==> src/rtl/miriscv_tb_pkg.sv <==
// Shared types and defaults for the miriscv test controller: FSM encoding,
// end-of-test mailbox address, hold/timeout defaults and the tohost match rule.
package miriscv_tb_pkg;

  typedef enum logic [2:0] {
    ST_HOLD    = 3'd0,
    ST_RUN     = 3'd1,
    ST_PASS    = 3'd2,
    ST_FAIL    = 3'd3,
    ST_TIMEOUT = 3'd4
  } ctrl_state_e;

  localparam int unsigned DEF_RST_CYCLES     = 10;
  localparam int unsigned DEF_TIMEOUT_CYCLES = 40;
  localparam int unsigned DEF_CNT_W          = 32;
  localparam logic [31:0] DEF_TOHOST_ADDR    = 32'h0000_07FC;

  // Word-granular match: any byte lane of the tohost word counts; zero data is not a result.
  function automatic logic is_tohost_write(
    input logic        req,
    input logic        we,
    input logic [29:0] word_addr,
    input logic [29:0] tohost_word,
    input logic [31:0] wdata
  );
    return req & we & (word_addr == tohost_word) & (|wdata);
  endfunction

endpackage

==> src/rtl/miriscv_sat_counter.sv <==
// Up-counter with enable and synchronous clear that sticks at all-ones
// instead of wrapping.
module miriscv_sat_counter #(
  parameter int unsigned WIDTH = 32
) (
  input  logic             clk_i,
  input  logic             rst_i,
  input  logic             en_i,
  input  logic             clr_i,
  output logic [WIDTH-1:0] cnt_o
);

  logic [WIDTH-1:0] r_cnt;

  always_ff @(posedge clk_i or posedge rst_i) begin
    if (rst_i) begin
      r_cnt <= '0;
    end else if (clr_i) begin
      r_cnt <= '0;
    end else if (en_i && !(&r_cnt)) begin
      r_cnt <= r_cnt + 1'b1;
    end
  end

  assign cnt_o = r_cnt;

endmodule

==> src/rtl/miriscv_test_ctrl.sv <==
// Test sequencer for a miriscv core: holds core reset, runs it, and ends the test
// on a tohost write (pass on 1, fail otherwise) or on a cycle budget timeout.
module miriscv_test_ctrl
  import miriscv_tb_pkg::*;
#(
  parameter int unsigned RST_CYCLES     = DEF_RST_CYCLES,
  parameter int unsigned TIMEOUT_CYCLES = DEF_TIMEOUT_CYCLES,
  parameter logic [31:0] TOHOST_ADDR    = DEF_TOHOST_ADDR,
  parameter int unsigned CNT_W          = DEF_CNT_W
) (
  input  logic             clk_i,
  input  logic             rst_i,
  input  logic             mem_req_i,
  input  logic             mem_we_i,
  input  logic [31:0]      mem_addr_i,
  input  logic [31:0]      mem_wdata_i,
  output logic             core_rst_n_o,
  output logic             running_o,
  output logic             done_o,
  output logic             pass_o,
  output logic             timeout_o,
  output logic [CNT_W-1:0] cycle_cnt_o,
  output logic [31:0]      tohost_o
);

  localparam logic [7:0]       HOLD_LAST = 8'(RST_CYCLES - 1);
  localparam logic [CNT_W-1:0] RUN_LAST  = CNT_W'(TIMEOUT_CYCLES - 1);

  ctrl_state_e      r_state;
  ctrl_state_e      w_state_next;
  logic [7:0]       r_hold_cnt;
  logic [31:0]      r_tohost;
  logic [CNT_W-1:0] w_cycle_cnt;
  logic             w_hit;
  logic             w_run;
  logic             w_unused_addr_lsb;

  assign w_unused_addr_lsb = ^mem_addr_i[1:0];

  assign w_run = (r_state == ST_RUN);
  assign w_hit = w_run & is_tohost_write(mem_req_i, mem_we_i, mem_addr_i[31:2],
                                         TOHOST_ADDR[31:2], mem_wdata_i);

  always_ff @(posedge clk_i or posedge rst_i) begin
    if (rst_i) begin
      r_state    <= ST_HOLD;
      r_hold_cnt <= '0;
      r_tohost   <= '0;
    end else begin
      r_state <= w_state_next;
      if (r_state == ST_HOLD) begin
        r_hold_cnt <= r_hold_cnt + 8'd1;
      end
      if (w_hit) begin
        r_tohost <= mem_wdata_i;
      end
    end
  end

  // A tohost hit takes priority over the timeout on the final budget cycle.
  always_comb begin
    w_state_next = r_state;
    case (r_state)
      ST_HOLD: begin
        if (r_hold_cnt == HOLD_LAST) begin
          w_state_next = ST_RUN;
        end
      end
      ST_RUN: begin
        if (w_hit) begin
          w_state_next = (mem_wdata_i == 32'd1) ? ST_PASS : ST_FAIL;
        end else if (w_cycle_cnt == RUN_LAST) begin
          w_state_next = ST_TIMEOUT;
        end
      end
      default: w_state_next = r_state;
    endcase
  end

  always_comb begin
    core_rst_n_o = (r_state != ST_HOLD);
    running_o    = w_run;
    done_o       = (r_state == ST_PASS) || (r_state == ST_FAIL) || (r_state == ST_TIMEOUT);
    pass_o       = (r_state == ST_PASS);
    timeout_o    = (r_state == ST_TIMEOUT);
  end

  miriscv_sat_counter #(
    .WIDTH (CNT_W)
  ) u_cycle_cnt (
    .clk_i (clk_i),
    .rst_i (rst_i),
    .en_i  (w_run),
    .clr_i (r_state == ST_HOLD),
    .cnt_o (w_cycle_cnt)
  );

  assign cycle_cnt_o = w_cycle_cnt;
  assign tohost_o    = r_tohost;

endmodule

==> config.mk <==
export PLATFORM = sky130hd
export DESIGN_NAME = miriscv_test_ctrl
export DESIGN_NICKNAME = d
export VERILOG_FILES = /design/src/rtl/miriscv_tb_pkg.sv /design/src/rtl/miriscv_sat_counter.sv /design/src/rtl/miriscv_test_ctrl.sv
export SDC_FILE = /design/constraint.sdc
export NUM_CORES = 1
export LEC_CHECK = 0
export ABC_AREA = 0
export BUFFER_PORTS_ARGS = -buffer_cell sky130_fd_sc_hd__buf_4
export CORE_MARGIN = 3
export CORE_UTILIZATION = 25
export DETAILED_ROUTE_END_ITERATION = 8
export RECOVER_POWER = 100
export REMOVE_ABC_BUFFERS = 1
export SKIP_CTS_REPAIR_TIMING = 1
export SYNTH_ARGS = -nofsm -noshare
export SYNTH_HDL_FRONTEND = slang
export SYNTH_SLANG_ARGS = --single-unit
==> constraint.sdc <==
create_clock -name clk_i -period 2.4 [get_ports clk_i]
set_clock_uncertainty 0.1 [all_clocks]
set_input_delay 0.12 -clock clk_i [delete_from_list [all_inputs] [get_ports clk_i]]
set_output_delay 0.12 -clock clk_i [all_outputs]
set_load 0.05 [all_outputs]
* Word-level counts from Yosys, hierarchy flattened
Cells that the tools add are included.
** Storage, ports and cells
- Flip-flop bits (word level) :: 75
- Bits in latches :: 0
- Memory bits (writable) :: 0
- Memory bits (read-only) :: 0
- Memories :: 0
** Cells by class
- Add/sub/neg operators :: 2
- Multiply operators :: 0
- Div/mod/pow operators :: 0
- Order comparisons :: 0
- Equality and inequality tests :: 10
- Shift-type cells :: 0
- Multiplexer cells :: 7
- Bitwise operators :: 4
- Reduce and logical (&&, ||, !) cells :: 11
** Operators by type and width (number)
- $mux 32 :: 2
- $add 32x1->32 const B :: 1
- $eq 32x1->1 const B :: 1
- $eq 32x6->1 const B :: 1
- $reduce_and 32->1 :: 1
- $reduce_or 32->1 :: 1
- $eq 30x9->1 const B :: 1
- $mux 3 :: 3
- $add 8x1->8 const B :: 1
- $eq 8x4->1 const B :: 1
- $eq 3x2->1 const B :: 2
- $pmux 3 s2 :: 1
- $and 1x1->1 :: 4
- $reduce_bool 2->1 :: 2
- $eq 3x1->1 const B :: 1
- $eq 3x3->1 const B :: 1
- $logic_not 3->1 :: 1
- $ne 3x3->1 const B :: 1
- $reduce_and 3->1 :: 1
- $reduce_bool 3->1 :: 1
- $logic_or 1x1->1 :: 2
- $ne 2x2->1 const B :: 1
- $logic_and 1x1->1 :: 1
- $logic_not 1->1 :: 1
- $mux 1 :: 1

* Depth between registers and ports, before layout
- Depth in word-level cells :: 6
- Gate-level depth with buffers :: 10

* Cells and area by module
Synthesis repeated with hierarchy kept, for this count alone.
** Second synthesis, totals
- Cells, all modules :: 357
- Area, all modules :: 3950.0 um^2
** By module, submodules not included
- miriscv_test_ctrl :: instances 1, cells each 154, area an instance 2109.5 um^2
- miriscv_sat_counter :: instances 1, cells each 203, area an instance 1840.5 um^2

* Worst setup path before layout
OpenSTA, ideal clock, no wires.
- Kind :: reg-to-output
- Start point :: reg r_state[0]
- End point :: out done_o
- Arrival time :: 2.352 ns
- Required time :: 2.180 ns
- Setup slack :: -0.172 ns
- Cell stages (with the launch flop) :: 4
- Buffers on the path :: 1
- Path through :: dfrtp_1 clkbuf_1 nor3b_1 o21bai_1
** On the way
- Elaborated cells between the ends (all ways) :: 5
- Classes of those cells :: eq/ne (3); reduce/logical (2)
** RTL lines
- start: declaration :: RTL line miriscv_test_ctrl.sv:29 : ctrl_state_e r_state;
- start signal: assignment :: RTL line miriscv_test_ctrl.sv:50 : r_state <= w_state_next;
- $eq 3x3->1
- net timeout_o :: RTL line miriscv_test_ctrl.sv:21 : output logic timeout_o,
- $logic_or 1x1->1 :: RTL line miriscv_test_ctrl.sv:83 : done_o = (r_state == ST_PASS) || (r_state == ST_FAIL) || (r_state == ST_TIMEOUT);
- end: declaration :: RTL line miriscv_test_ctrl.sv:19 : output logic done_o,
The timed path passes the listed nets, and every way through them passes these cells.

* Worst setup path in the final report
- Start point :: reg r_state[2]
- End point :: out core_rst_n_o
** On the way
- Word-level cells in the longest chain between the ends :: 1
** RTL lines
- $reduce_bool 3->1 :: RTL line miriscv_test_ctrl.sv:81 : core_rst_n_o = (r_state != ST_HOLD);
- end: declaration :: RTL line miriscv_test_ctrl.sv:17 : output logic core_rst_n_o,
Every way passes these cells.

==> reports/metrics.csv <==
stage,metric,value,unit
status,outcome,"finished, final reports clean",
critical_path,CP max FO,12,
cts,Clock Path Buffers,2,
die,Die Ht,130,um
grt,Total GRT Usage,13.5,%
cts,insertion delay to the later sink of the worst-skew pair,0.33,ns
timing,maximum clock rate,0.441,GHz
drt,Via Count,3633,
die,I/O pins,137,
cts,clock sinks,75,
synth,yosys warns,0,
timing,min Tclk post-route,2.27,ns
timing,fin crit share,94.5,%
critical_path,startpoint types,flop,
placement,Port Buffer Count,134,
synth,"area leader, netlist",dfrtp_1,
die,die area,17000,um^2
cts,CTS tree,yes,
placement,placed insts,683,
drt,post-route ant nets,0,
drt,Total Wirelength,11.7,mm
synth,Mean Syn Cell Area,10.8,um^2
grt,largest net degree at the start of global routing,44,
grt,vias in the first global route,3627,
hold_path,Worst Hold Class,in2reg,
synth,Synth Flop Type,dfrtp_1,
placement,RePlAce Congestion,0.757,
cells_and_area,Area Overhead vs Synth,45.0,%
cts,root buffer cell,clkbuf_16,
timing,final hold violations,0,
drt,WL/cell,16.0,um
synth,Yosys top cell area share,48.7,%
cts,htree depth,3,
drt,DRC Markers,0,
cells_and_area,Fillers,1501,
grt,grt ovf,0,
placement,placed wire-length estimate,8.47,mm
drt,total iterations of the first detailed-routing run,4,
timing,Max Slew Vio Count,0,
cts,"Reg clk slew, reported paths",0.06,ns
die,total core area,14800,um^2
cts,Num CTS Buffers,9,
drt,via-per-instance ratio,4.96,
cells_and_area,fin util,37.8,%
cells_and_area,Final Non-Filler Cells,732,
critical_path,CP Class,reg2out,
synth,post-synthesis sequential area ratio,48.7,%
critical_path,"Data required, critical path",2.18,ns
synth,#FFs+latches synth,75,
synth,Yosys cell types,55,
die,num rows,44,
job,Max-Cap Viols,0,
grt,global-route wire length before repair,18.2,mm
drt,DRT iter0 DRCs,165,
cells_and_area,layout cells sized above 1,29.7,%
timing,Slew @ Worst Pin,1.30,ns
timing,Worst slew margin,13.3,%
synth,Post-Syn Instances,357,
cells_and_area,"commonest non-fill, non-tap cell in the layout",buf_4,
timing,final setup vio count,0,
power_and_ir_drop,leakage power,2.42,nW
synth,fraction of registers with async set/reset,100,%
synth,synth top area cells,"dfrtp_1 49%, mux2_2 9.3%, nand4_1 3.7%",
power_and_ir_drop,VDD IR-drop max,326,uV
cells_and_area,antenna cells,0,
synth,"EDFF count, synth",0,
critical_path,Crit path arrival time,2.05,ns
timing,setup TNS,0,ns
cells_and_area,most frequent cells in the layout,"83 x buf_4, 75 x dfrtp_1, 70 x clkbuf_1",
die,die width,130,um
die,Starting Density,26.0,%
power_and_ir_drop,PwrDens,523,nW/um^2
synth,Mapped Area,3860,um^2
cells_and_area,Final nets,614,
critical_path,crit end category,output port,
grt,initial antenna violation count,0,
[path summary, 6_finish.rpt]
kind | startpoint | end | slack (ns) | cells past startpoint
setup / recovery | r_state[2] | core_rst_n_o | 0.13 | 5
hold / removal | mem_addr_i[8] | r_state[0] | 0.24 | 6
setup reg to reg | r_state[1] | r_hold_cnt[5] | 0.17 | 6
hold reg to reg | r_hold_cnt[7] | r_hold_cnt[7] | 0.38 | 1
max in group asynchronous | rst_i | u_cycle_cnt.cnt_o[12] | 0.72 | 4
min in group asynchronous | rst_i | tohost_o[6] | 0.61 | 3
[sequential cells by signal, indices dropped and copies added, names as in the netlist]
register / flops
r_state: 3
u_cycle_cnt.cnt_o: 32
r_hold_cnt: 8
tohost_o: 32
[layout make-up]
type / count / area [um^2] / area share (%)
tap: 184 / 230 / 4.12
multi-input combinational: 258 / 1850 / 33.1
clock inverter: 6 / 88.8 / 1.59
inverter: 7 / 26.3 / 0.470
sequential: 75 / 1880 / 33.6
timing repair buffer: 192 / 1280 / 22.9
clock buffer: 10 / 239 / 4.27
[Yosys cell counts, types with 7 or more instances]
cell,n
dfrtp_1,75
mux2_2,32
nand2_1,26
nand4_1,23
nor4_1,20
nand3_1,15
or3_1,13
a21oi_1,11
nor2_1,11
o21ai_0,10
a21oi_2,8
nor3_1,7
or4_1,7
xnor2_1,7
[cell families (layout without fill, tap and decap cells)]
family / count (synthesis) / count (layout) / share of synthesized area (%)
adders and majority gates: 3 / 3 / 0.973
buffers and inverters: 24 / 215 / 3.44
DFF: 75 / 75 / 48.7
muxes: 35 / 35 / 10.1
xor gates and xnor gates: 7 / 7 / 1.59
and+or+nand+nor: 156 / 156 / 23.8
AOI/OAI and AO/OA: 57 / 57 / 11.5
[metal layers]
layer / wire [um] / part of all wire [%] / GRT usage, % / up-vias
met5: 0 / 0 / 0 / -
met4: 131 / 1.1 / 3.48 / 0
li1: - / - / - / 1741
met3: 803 / 6.9 / 4.58 / 14
met1: 4910 / 42 / 16.2 / 1754
met2: 5850 / 50 / 23.2 / 124
[worst max-delay path, cell delays in order, from the launching register on]
cell      delay (ns)
dfrtp_1         0.42
or2_0           0.24
nor2_4          0.05
inv_1           0.09
clkbuf_1        0.53
clkbuf_2        0.40
[report_power, final]
part           internal [mW]  switching, mW
Sequential              1.26       0.000917
Clock                  0.939          0.547
Combinational          0.109         0.0620
[per-stage QoR]
stage          setup slack [ns]  area, um^2  power [mW]  hold WS, ns
6_report                  0.132        5590        2.92        0.241
3_3_place_gp              0.107        5200        1.42        0.186
3_5_place_dp             0.0921        5200        1.42        0.200
4_1_cts                   0.152        5530        2.93       -0.155
2_1_floorplan            -0.541        3750        1.32        0.172
5_1_grt                -0.00484        5590        3.04        0.264
Power figures use the tool's default switching activity.
